$ cat src/rtl/riscv_defs.sv
// -----------------------------------------------------------------------------
// riscv_defs
// Shared definitions for the RV32IM execute stage: datapath width, ALU
// operation codes, result-source selects and the divider FSM state type.
// -----------------------------------------------------------------------------
package riscv_defs;

  localparam int XLEN = 32;

  // Operation codes carried on aluop.
  localparam logic [4:0] ALU_ADD    = 5'h00;
  localparam logic [4:0] ALU_SUB    = 5'h01;
  localparam logic [4:0] ALU_SLL    = 5'h02;
  localparam logic [4:0] ALU_SLT    = 5'h03;
  localparam logic [4:0] ALU_SLTU   = 5'h04;
  localparam logic [4:0] ALU_XOR    = 5'h05;
  localparam logic [4:0] ALU_SRL    = 5'h06;
  localparam logic [4:0] ALU_SRA    = 5'h07;
  localparam logic [4:0] ALU_OR     = 5'h08;
  localparam logic [4:0] ALU_AND    = 5'h09;
  localparam logic [4:0] ALU_MUL    = 5'h0A;
  localparam logic [4:0] ALU_MULH   = 5'h0B;
  localparam logic [4:0] ALU_MULHSU = 5'h0C;
  localparam logic [4:0] ALU_MULHU  = 5'h0D;
  localparam logic [4:0] ALU_DIV    = 5'h0E;
  localparam logic [4:0] ALU_DIVU   = 5'h0F;
  localparam logic [4:0] ALU_REM    = 5'h10;
  localparam logic [4:0] ALU_REMU   = 5'h11;
  localparam logic [4:0] ALU_JAL    = 5'h12;
  localparam logic [4:0] ALU_LUI    = 5'h13;
  localparam logic [4:0] ALU_LOAD   = 5'h14;
  localparam logic [4:0] ALU_STORE  = 5'h15;

  // Result-source selects carried on alusel.
  localparam logic [2:0] SEL_NONE  = 3'b000;
  localparam logic [2:0] SEL_ARITH = 3'b001;
  localparam logic [2:0] SEL_MUL   = 3'b010;
  localparam logic [2:0] SEL_DIV   = 3'b011;
  localparam logic [2:0] SEL_LINK  = 3'b100;
  localparam logic [2:0] SEL_LDST  = 3'b101;

  typedef enum logic [1:0] {
    DIV_IDLE = 2'b00,
    DIV_BUSY = 2'b01,
    DIV_DONE = 2'b10
  } div_state_e;

  function automatic logic is_div_op(input logic [4:0] op);
    return (op == ALU_DIV) || (op == ALU_DIVU) || (op == ALU_REM) || (op == ALU_REMU);
  endfunction

endpackage

$ cat src/rtl/ex_div.sv
// -----------------------------------------------------------------------------
// ex_div
// Iterative radix-2 restoring divider for DIV/DIVU/REM/REMU. One quotient bit
// per cycle over DIV_CYCLES steps, operating on latched magnitudes with the
// result signs recorded at start. Divide-by-zero and signed overflow are
// answered combinationally without entering the FSM.
//
// Ports:
//   clk, rst       clock, synchronous active-high reset (aborts a division)
//   start_i        a div/rem op is present this cycle
//   signed_op_i    DIV/REM (1) versus DIVU/REMU (0)
//   rem_sel_i      return remainder (1) or quotient (0)
//   dividend_i     dividend, sampled only when the FSM leaves IDLE
//   divisor_i      divisor, sampled only when the FSM leaves IDLE
//   hold_i         EX held downstream: delays start and holds a finished result
//   result_o       bypass result (IDLE) or corrected result (DONE), else 0
//   busy_o         stall request while the result is not yet available
// -----------------------------------------------------------------------------
module ex_div #(
  parameter int XLEN       = riscv_defs::XLEN,
  parameter int DIV_CYCLES = riscv_defs::XLEN
) (
  input  logic            clk,
  input  logic            rst,
  input  logic            start_i,
  input  logic            signed_op_i,
  input  logic            rem_sel_i,
  input  logic [XLEN-1:0] dividend_i,
  input  logic [XLEN-1:0] divisor_i,
  input  logic            hold_i,
  output logic [XLEN-1:0] result_o,
  output logic            busy_o
);
  import riscv_defs::*;

  localparam int               CNT_W     = (DIV_CYCLES > 1) ? $clog2(DIV_CYCLES) : 1;
  localparam logic [CNT_W-1:0] LAST_STEP = CNT_W'(DIV_CYCLES - 1);
  localparam logic [XLEN-1:0]  MOST_NEG  = {1'b1, {(XLEN-1){1'b0}}};

  div_state_e       state_q, state_d;
  logic [CNT_W-1:0] cnt_q, cnt_d;
  logic [XLEN-1:0]  rem_q, rem_d;
  logic [XLEN-1:0]  quot_q, quot_d;
  logic [XLEN-1:0]  dvsr_q, dvsr_d;
  logic             neg_quot_q, neg_quot_d;
  logic             neg_rem_q, neg_rem_d;
  logic             rem_sel_q, rem_sel_d;

  // Operand classification on the live inputs (used only in IDLE).
  logic            div_by_zero, overflow;
  logic            dividend_neg, divisor_neg;
  logic [XLEN-1:0] dividend_abs, divisor_abs;

  assign div_by_zero  = (divisor_i == '0);
  assign overflow     = signed_op_i && (dividend_i == MOST_NEG) && (divisor_i == '1);
  assign dividend_neg = signed_op_i & dividend_i[XLEN-1];
  assign divisor_neg  = signed_op_i & divisor_i[XLEN-1];
  assign dividend_abs = dividend_neg ? -dividend_i : dividend_i;
  assign divisor_abs  = divisor_neg  ? -divisor_i  : divisor_i;

  // One restoring step: shift the next dividend bit into the partial
  // remainder and subtract the divisor. The partial remainder stays below the
  // divisor, so the shifted value fits XLEN+1 bits and the top bit of the
  // difference is a reliable sign.
  logic [XLEN:0] rem_shift, rem_diff;
  logic          step_ge;

  assign rem_shift = {rem_q, quot_q[XLEN-1]};
  assign rem_diff  = rem_shift - {1'b0, dvsr_q};
  assign step_ge   = ~rem_diff[XLEN];

  // NOTE: every signal written here gets a default first, so no path leaves
  // one unassigned and no latch is inferred.
  always_comb begin
    state_d    = state_q;
    cnt_d      = cnt_q;
    rem_d      = rem_q;
    quot_d     = quot_q;
    dvsr_d     = dvsr_q;
    neg_quot_d = neg_quot_q;
    neg_rem_d  = neg_rem_q;
    rem_sel_d  = rem_sel_q;
    busy_o     = 1'b0;
    result_o   = '0;

    unique case (state_q)
      DIV_IDLE: begin
        if (start_i) begin
          if (div_by_zero) begin
            result_o = rem_sel_i ? dividend_i : '1;
          end else if (overflow) begin
            // Quotient of MOST_NEG / -1 is MOST_NEG itself, i.e. the dividend.
            result_o = rem_sel_i ? '0 : dividend_i;
          end else begin
            busy_o = 1'b1;
            if (!hold_i) begin
              state_d    = DIV_BUSY;
              cnt_d      = '0;
              rem_d      = '0;
              quot_d     = dividend_abs;
              dvsr_d     = divisor_abs;
              neg_quot_d = dividend_neg ^ divisor_neg;
              neg_rem_d  = dividend_neg;
              rem_sel_d  = rem_sel_i;
            end
          end
        end
      end

      DIV_BUSY: begin
        busy_o = 1'b1;
        rem_d  = step_ge ? rem_diff[XLEN-1:0] : rem_shift[XLEN-1:0];
        quot_d = {quot_q[XLEN-2:0], step_ge};
        cnt_d  = cnt_q + 1'b1;
        if (cnt_q == LAST_STEP) begin
          state_d = DIV_DONE;
        end
      end

      DIV_DONE: begin
        if (rem_sel_q) begin
          result_o = neg_rem_q ? -rem_q : rem_q;
        end else begin
          result_o = neg_quot_q ? -quot_q : quot_q;
        end
        if (!hold_i) begin
          state_d = DIV_IDLE;
        end
      end

      default: begin
        state_d = DIV_IDLE;
      end
    endcase
  end

  // NOTE: sequential state uses non-blocking assignments so every register
  // samples its pre-edge next-state value regardless of statement order.
  always_ff @(posedge clk) begin
    if (rst) begin
      state_q <= DIV_IDLE;
      cnt_q   <= '0;
    end else begin
      state_q <= state_d;
      cnt_q   <= cnt_d;
    end
  end

  // NOTE: the datapath registers carry no reset; they are always loaded on
  // the IDLE->BUSY transition before anything reads them.
  always_ff @(posedge clk) begin
    rem_q      <= rem_d;
    quot_q     <= quot_d;
    dvsr_q     <= dvsr_d;
    neg_quot_q <= neg_quot_d;
    neg_rem_q  <= neg_rem_d;
    rem_sel_q  <= rem_sel_d;
  end

endmodule

$ cat src/rtl/ex_stage.sv
// -----------------------------------------------------------------------------
// ex_stage
// Execute stage of the 5-stage RV32IM pipeline. Single-cycle ALU, shifter and
// 64-bit multiplier feed a result mux selected by alusel; divide/remainder
// ops go through the iterative ex_div, which raises stallreq while it runs.
// Also forms the load/store address and passes control through to EX/MEM.
//
// Ports:
//   clk, rst        clock, synchronous active-high reset (all outputs 0)
//   stall           pipeline stall vector; bit 3 holds EX from downstream
//   aluop_i         operation code
//   alusel_i        result-source select
//   reg1_i, reg2_i  source operands (reg2_i is also store data)
//   wd_i, wreg_i    destination register and write enable
//   link_address_i  return address for JAL/JALR
//   inst_i          instruction word, source of the load/store offset
//   wd_o, wreg_o    destination and write enable, passed through
//   wdata_o         result
//   aluop_o         operation code for MEM
//   mem_addr_o      reg1_i plus sign-extended load/store offset
//   reg2_o          store data
//   stallreq        EX stall request
// -----------------------------------------------------------------------------
module ex_stage #(
  parameter int XLEN       = riscv_defs::XLEN,
  parameter int DIV_CYCLES = 32
) (
  input  logic            clk,
  input  logic            rst,
  input  logic [5:0]      stall,
  input  logic [4:0]      aluop_i,
  input  logic [2:0]      alusel_i,
  input  logic [XLEN-1:0] reg1_i,
  input  logic [XLEN-1:0] reg2_i,
  input  logic [4:0]      wd_i,
  input  logic            wreg_i,
  input  logic [XLEN-1:0] link_address_i,
  input  logic [31:0]     inst_i,
  output logic [4:0]      wd_o,
  output logic            wreg_o,
  output logic [XLEN-1:0] wdata_o,
  output logic [4:0]      aluop_o,
  output logic [XLEN-1:0] mem_addr_o,
  output logic [XLEN-1:0] reg2_o,
  output logic            stallreq
);
  import riscv_defs::*;

  localparam int SHW = $clog2(XLEN);

  // ---------------------------------------------------------------------------
  // ALU and shifter
  // ---------------------------------------------------------------------------
  logic [SHW-1:0]  shamt;
  logic [XLEN-1:0] alu_res;

  assign shamt = reg2_i[SHW-1:0];

  always_comb begin
    alu_res = '0;
    unique case (aluop_i)
      ALU_ADD:  alu_res = reg1_i + reg2_i;
      ALU_SUB:  alu_res = reg1_i - reg2_i;
      ALU_SLL:  alu_res = reg1_i << shamt;
      ALU_SLT:  alu_res = {{(XLEN-1){1'b0}}, ($signed(reg1_i) < $signed(reg2_i))};
      ALU_SLTU: alu_res = {{(XLEN-1){1'b0}}, (reg1_i < reg2_i)};
      ALU_XOR:  alu_res = reg1_i ^ reg2_i;
      ALU_SRL:  alu_res = reg1_i >> shamt;
      ALU_SRA:  alu_res = $unsigned($signed(reg1_i) >>> shamt);
      ALU_OR:   alu_res = reg1_i | reg2_i;
      ALU_AND:  alu_res = reg1_i & reg2_i;
      // Decode places the upper immediate on reg2.
      ALU_LUI:  alu_res = reg2_i;
      default:  alu_res = '0;
    endcase
  end

  // ---------------------------------------------------------------------------
  // Multiplier: both operands extended to 2*XLEN according to their
  // signedness, so one signed product covers all four variants.
  // ---------------------------------------------------------------------------
  logic                   a_sx, b_sx;
  logic signed [2*XLEN-1:0] mul_a, mul_b;
  logic [2*XLEN-1:0]      prod;
  logic [XLEN-1:0]        mul_res;

  assign a_sx    = ((aluop_i == ALU_MULH) || (aluop_i == ALU_MULHSU)) & reg1_i[XLEN-1];
  assign b_sx    = (aluop_i == ALU_MULH) & reg2_i[XLEN-1];
  assign mul_a   = {{XLEN{a_sx}}, reg1_i};
  assign mul_b   = {{XLEN{b_sx}}, reg2_i};
  assign prod    = mul_a * mul_b;
  assign mul_res = (aluop_i == ALU_MUL) ? prod[XLEN-1:0] : prod[2*XLEN-1:XLEN];

  // ---------------------------------------------------------------------------
  // Divider
  // ---------------------------------------------------------------------------
  logic            div_start;
  logic            div_signed;
  logic            div_rem_sel;
  logic [XLEN-1:0] div_res;
  logic            div_busy;

  assign div_start   = !rst && (alusel_i == SEL_DIV) && is_div_op(aluop_i);
  assign div_signed  = (aluop_i == ALU_DIV) || (aluop_i == ALU_REM);
  assign div_rem_sel = (aluop_i == ALU_REM) || (aluop_i == ALU_REMU);

  ex_div #(
    .XLEN       (XLEN),
    .DIV_CYCLES (DIV_CYCLES)
  ) u_div (
    .clk         (clk),
    .rst         (rst),
    .start_i     (div_start),
    .signed_op_i (div_signed),
    .rem_sel_i   (div_rem_sel),
    .dividend_i  (reg1_i),
    .divisor_i   (reg2_i),
    .hold_i      (stall[3]),
    .result_o    (div_res),
    .busy_o      (div_busy)
  );

  // ---------------------------------------------------------------------------
  // Load/store address: stores carry the offset split across {[31:25],[11:7]}.
  // ---------------------------------------------------------------------------
  logic [11:0]     mem_off;
  logic [XLEN-1:0] mem_addr;

  assign mem_off  = (aluop_i == ALU_STORE) ? {inst_i[31:25], inst_i[11:7]} : inst_i[31:20];
  assign mem_addr = reg1_i + {{(XLEN-12){mem_off[11]}}, mem_off};

  // ---------------------------------------------------------------------------
  // Result mux and reset gating of all outputs
  // ---------------------------------------------------------------------------
  logic [XLEN-1:0] wdata;

  always_comb begin
    wdata = '0;
    unique case (alusel_i)
      SEL_ARITH: wdata = alu_res;
      SEL_MUL:   wdata = mul_res;
      SEL_DIV:   wdata = div_res;
      SEL_LINK:  wdata = link_address_i;
      default:   wdata = '0;
    endcase
  end

  always_comb begin
    wd_o       = '0;
    wreg_o     = 1'b0;
    wdata_o    = '0;
    aluop_o    = '0;
    mem_addr_o = '0;
    reg2_o     = '0;
    stallreq   = 1'b0;
    if (!rst) begin
      wd_o       = wd_i;
      wreg_o     = wreg_i;
      wdata_o    = wdata;
      aluop_o    = aluop_i;
      mem_addr_o = mem_addr;
      reg2_o     = reg2_i;
      stallreq   = div_busy;
    end
  end

  // Instruction bits outside the offset fields and the stall bits belonging
  // to other stages are not needed here.
  logic unused_bits;
  assign unused_bits = ^{inst_i[19:12], inst_i[6:0], stall[5:4], stall[2:0]};

endmodule
$ cat config.mk
export PLATFORM = sky130hd
export DESIGN_NAME = ex_stage
export DESIGN_NICKNAME = d
export VERILOG_FILES = /design/src/rtl/riscv_defs.sv /design/src/rtl/ex_div.sv /design/src/rtl/ex_stage.sv
export SDC_FILE = /design/constraint.sdc
export NUM_CORES = 2
export LEC_CHECK = 0
export ABC_AREA = 1
export CAP_MARGIN = 20
export CORE_ASPECT_RATIO = 0.6
export CORE_MARGIN = 4
export CORE_UTILIZATION = 35
export CTS_BUF_LIST = sky130_fd_sc_hd__clkbuf_8
export DETAILED_ROUTE_END_ITERATION = 7
export GPL_ROUTABILITY_DRIVEN = 1
export PLACE_DENSITY = 0.59
export SLEW_MARGIN = 40
export SYNTH_ARGS = -nofsm -noshare
export SYNTH_HDL_FRONTEND = slang
export SYNTH_SLANG_ARGS = --single-unit
$ cat constraint.sdc
create_clock -name clk -period 12.75 [get_ports clk]
set_clock_uncertainty 0.1 [all_clocks]
set_input_delay 2.55 -clock clk [delete_from_list [all_inputs] [get_ports clk]]
set_output_delay 2.55 -clock clk [all_outputs]
set_load 0.1 [all_outputs]
# Word level (Yosys, flattened, before mapping)
# Cells that the tools add are included.
[word_totals] ff_bits=106 input_bits=150 out_inout_bits=108 elab_cells=135
[classes] add_sub_neg=9 mul=1 n_lt_le_gt_ge=2 n_eq_ne=33 n_shift=3 mux=49 n_bitwise=12 n_reduce_logical=18
[op_table] operator="$mux 32" count=23
[op_table] operator="$pmux 32 s11" count=1
[op_table] operator="$pmux 32 s2" count=3
[op_table] operator="$neg 32->32" count=4
[op_table] operator="$pmux 32 s4" count=1
[op_table] operator="$add 32x32->32" count=2
[op_table] operator="$eq 32x32->1 const B" count=2
[op_table] operator="$lt 32x32->1" count=2
[op_table] operator="$mul 33x33->64" count=1
[op_table] operator="$eq 5x4->1 const B" count=7
[op_table] operator="$mux 5" count=7
[op_table] operator="$sub 33x32->33" count=1
[op_table] operator="$and 32x32->32" count=1
[op_table] operator="$logic_not 32->1" count=1
[op_table] operator="$or 32x32->32" count=1
[op_table] operator="$shl 32x5->32" count=1
[op_table] operator="$shr 32x5->32" count=1
[op_table] operator="$sshr 32x5->32" count=1
[op_table] operator="$sub 32x32->32" count=1
[op_table] operator="$xor 32x32->32" count=1
[op_table] operator="$eq 5x5->1 const B" count=5
[op_table] operator="$eq 5x3->1 const B" count=4
[op_table] operator="$mux 2" count=6
[op_table] operator="$eq 5x2->1 const B" count=2
[op_table] operator="24 further kinds" count=48

# Longest topological paths before layout
[depth] depth_word=10 depth_mapped=42 mapped_depth_nobuf=40

# Cells and area by module
# Synthesis repeated with hierarchy kept, for this count alone.
[hier_totals] hier_cells=9602 area_unflattened_um2=64675.8
[by_module_without_submodules] mod="ex_stage" n_inst=1 cells_per_inst=7697 area_each_um2=53179.8 seq_area_each_um2=0.0
[by_module_without_submodules] mod="ex_div" n_inst=1 cells_per_inst=1905 area_each_um2=11496.0 seq_area_each_um2=3113.0

# Worst setup path before layout
# OpenSTA, ideal clock, no wires.
[synth_path] kind="input port to output port" start="in aluop_i[0]" end="out wdata_o[30]" arrival_time_ns=11.369 required_ns=10.100 setup_slack_ns=-1.269 stages=34 n_path_buf=2 path_cell_list="buf_4 > inv_1 > nand3_1 > nand2_2 > clkinv_1 > clkbuf_1 > nor2_1 > fa_1 > inv_1 > fa_1 > inv_1 > fa_1 > inv_1 > fa_1 > inv_1 > fa_1 > fa_1 > inv_1 > fa_1 > fa_1 > inv_1 > ha_1 > nand2_1 > nor2_1 > nand2_1 > nor4_1 > nand2_1 > nand3_1 > nand3_1 > nand2_1 > nand2_1 > nand2_1 > nor2_1 > nor2_1"
[synth_via] elab_chain_cells=10 elab_cells_between_ends=40 classes_between="1 x mul; 17 x eq/ne; 10 x mux; 2 x bitwise; 10 x reduce/logical"
[synth_lines] element="start, declared" line="ex_stage.sv:31" source="input logic [4:0] aluop_i,"
[synth_lines] element="branches (longest 8 deep; another with $mul 33x33->64)"
[synth_lines] element="$pmux 32 s4 (*)" line="ex_stage.sv:139" source="unique case (alusel_i)"
[synth_lines] element="$mux 32 (*)" line="ex_stage.sv:156" source="if (!rst) begin"
[synth_lines] element="end, declared" line="ex_stage.sv:41" source="output logic [XLEN-1:0] wdata_o,"
# Mark *: on every way between the ends.

# Worst setup path after layout
[layout_path] start="in aluop_i[1]" end="out wdata_o[30]"
# The elaborated chain is that of the path after synthesis.

==> results.tsv <==
metric	value	unit
initial core utilization	35.45	%
Die Area	0.1892	sq mm
min Tclk post-route	13.28	ns
RSZ-0062 raised after global routing	yes	
status	finished, violations left	
clk sinks	106	
Max-cap violations	0	
most common cell in the netlist	nand2_1	
CTS Buf Count	9	
core area	0.1797	sq mm
area of the multi-input gates	0.05337	sq mm
Synth top cells by count	nand2_1, inv_1, fa_1, nor2_1, nand3_1	
Avg Inst Size Synth	6.775	sq um
register area	0.003113	sq mm
Tot GR Track Use	36.81	%
mapped cell area	0.06372	sq mm
Slowest Stage Delay on Critical Path	0.72	ns
Primary FF master, synth	edfxtp_1	
critical path class	in -> out	
drt drc	0	
failing checks	setup timing	
Synth top area share	35.47	%
htree depth	3	
fmax	75.30	MHz
nets@finish	11870	
slowest CP cell	fa_2	
worst rel slew slack	34.03	%
share of layout cells above drive strength 1	17.91	%
Hold Startpoint	u_div.cnt_q[3]	
met3 wire len	45740	um
CP most frequent cell	nor2_4	
reg2reg end	u_div.rem_q[29]	
endpoints failing setup	27	
Startpoint Class	input port	
sequential area share after synthesis	4.885	%
Ys Warns	0	
CTS Hold Bufs	0	
Area growth syn-to-layout	24.38	%
Req. time, crit path	10.10	ns
Worst-Skew Late Latency	0.43	ns
Hold Path Depth	1	
drt first pass iters	6	
chip height	338.5	um
vias per cell	5.417	
IO Pins	258	
Via Count	68310	
Netlist cell types	61	
Critical Path AT	10.63	ns
standard-cell rows	120	
final worst-path setup slack	-0.5302	ns
grt total ovfl	0	
initial antenna violation count	23	
Post-synth EDFFs	99	
worst hold path class	reg -> reg	
Post-synth ARST share	0	%
final WL	357300	um
vias in the first global route	65030	
crit-path max FO	5	
CP bufs+invs	16	
final worst path period share	104.2	%
highest metal used	met5	
Hold Vio Cnt, Final	0	
first-pass GRT wire length	495400	um
area leader, netlist	fa_1	
buffer depth of the longest clock path	2	
met2 routed WL	135900	um
Place WS	-1.549	ns
die width	558.8	um
DR iter-0 viols	9075	
Clock Tree Root	clkbuf_8	
routed len/inst	28.33	um
CTS tree	yes	
RD Place Congestion	1.096	
net count after synthesis	11060	
Metal-1 WL	162700	um
largest net degree at the start of global routing	67	
Seq cells post-synth	106	
number of fill cells in the layout	18610	
Crit. End Element	primary output	
clock-pin slew on the worst setup and hold paths	0.11	ns
Critical R2R Launch	u_div.rem_q[14]	
Syn Inst Count	9405	
Area contributors post-synth	fa_1, nand2_1, inv_1	
R2R depth	14	
placed wire-length estimate	309900	um
Slew @ Worst Pin	0.9895	ns
# port buffers	237	
fin. max-slew vios	0	
reg-to-reg slack, setup	9.14	ns
CP delay by family, top	adder cells	
Final ANT Viol Nets	0	
Worst Hold Endpoint	u_div.cnt_q[3]	
final cells by class:
cell class | count | area share (%)
sequential | 106 | 3.928
inverter | 2186 | 10.43
multi-input combinational | 6680 | 67.33
clock buffer | 9 | 0.1563
antenna | 12 | 0.03789
timing repair buffer | 1232 | 14.28
clock inverter | 7 | 0.07735
tap | 2379 | 3.756
through the flow:
stage / hold slack [ns] / utilization [%] / area (sq um) / cells / setup TNS, ns
6_report: 0.3615 / 44.10 / 79260 / 12610 / -7.196
5_1_grt: 0.3931 / 44.09 / 79230 / 12600 / -13.13
4_1_cts: 0.3584 / 43.49 / 78170 / 12570 / -6.901
3_5_place_dp: 0.3413 / 41.88 / 75260 / 12500 / -36.23
3_3_place_gp: 0.3349 / 42.05 / 75580 / 12500 / -34.55
2_1_floorplan: 0.3204 / - / 63880 / 9405 / -0.01502
routing by layer:
layer  GRT usage, %  up-vias
met1          56.12    34050
met2          48.77     3862
met5              0        -
met4          10.79       12
met3          11.53      411
li1               -    29980
flip-flops by register name, summed over array words and instances, names as in the netlist:
name              count
u_div.neg_quot_q      1
u_div.quot_q         32
u_div.neg_rem_q       1
u_div.dvsr_q         32
u_div.cnt_q           5
u_div.rem_sel_q       1
u_div.state_q         2
u_div.rem_q          32
how the worst max path moves through the flow:
stage	from	end	slack (ns)	depth (start not counted)
6_report	aluop_i[1]	wdata_o[30]	-0.53	42
5_1_grt	aluop_i[1]	wdata_o[30]	-0.73	41
4_1_cts	aluop_i[1]	wdata_o[30]	-0.53	42
3_5_place_dp	aluop_i[1]	wdata_o[21]	-1.55	40
3_3_place_gp	aluop_i[1]	wdata_o[21]	-1.46	40
2_1_floorplan	aluop_i[0]	wdata_o[30]	-0.02	35
repair_timing:
item / CTS / global route
pin swaps: 211 / 154
setup buffers: 59 / 28
setup endpoints to repair: 32 / 32
resized for setup: 654 / 215
gates cloned: 3 / 3
cell families after synthesis:
kind of cell	Yosys count	share of synthesized area [%]
adder cells (fa/ha/maj)	1508	42.91
AO/OA/AOI/OAI	994	8.665
multiplexers	6	0.1021
XOR/XNOR	89	1.223
buffers and inverters	2619	15.80
flip-flops	106	4.885
AND/OR/NAND/NOR	4083	26.41
layout by cell type, fill, tap and decap left out, drive strengths merged, types with 7 or more instances in the layout:
cell	n
a211oi	12
a21boi	12
a21o	17
a21oi	409
a31oi	9
buf	1157
clkbuf	17
clkdlybuf4s50	59
clkinv	9
clkinvlp	9
dfxtp	7
diode	12
edfxtp	99
fa	1129
ha	379
inv	2175
nand2	2557
nand3	616
nand3b	12
nand4	95
nor2	687
nor3	71
nor4	25
o2111ai	31
o211ai	35
o21ai	364
o21bai	24
o22ai	53
o31ai	8
or2	10
xnor2	19
xor2	70
Power is left out: the tool's default activity adds up to more than one toggle a clock period on the data nets, which glitch-free logic cannot reach.
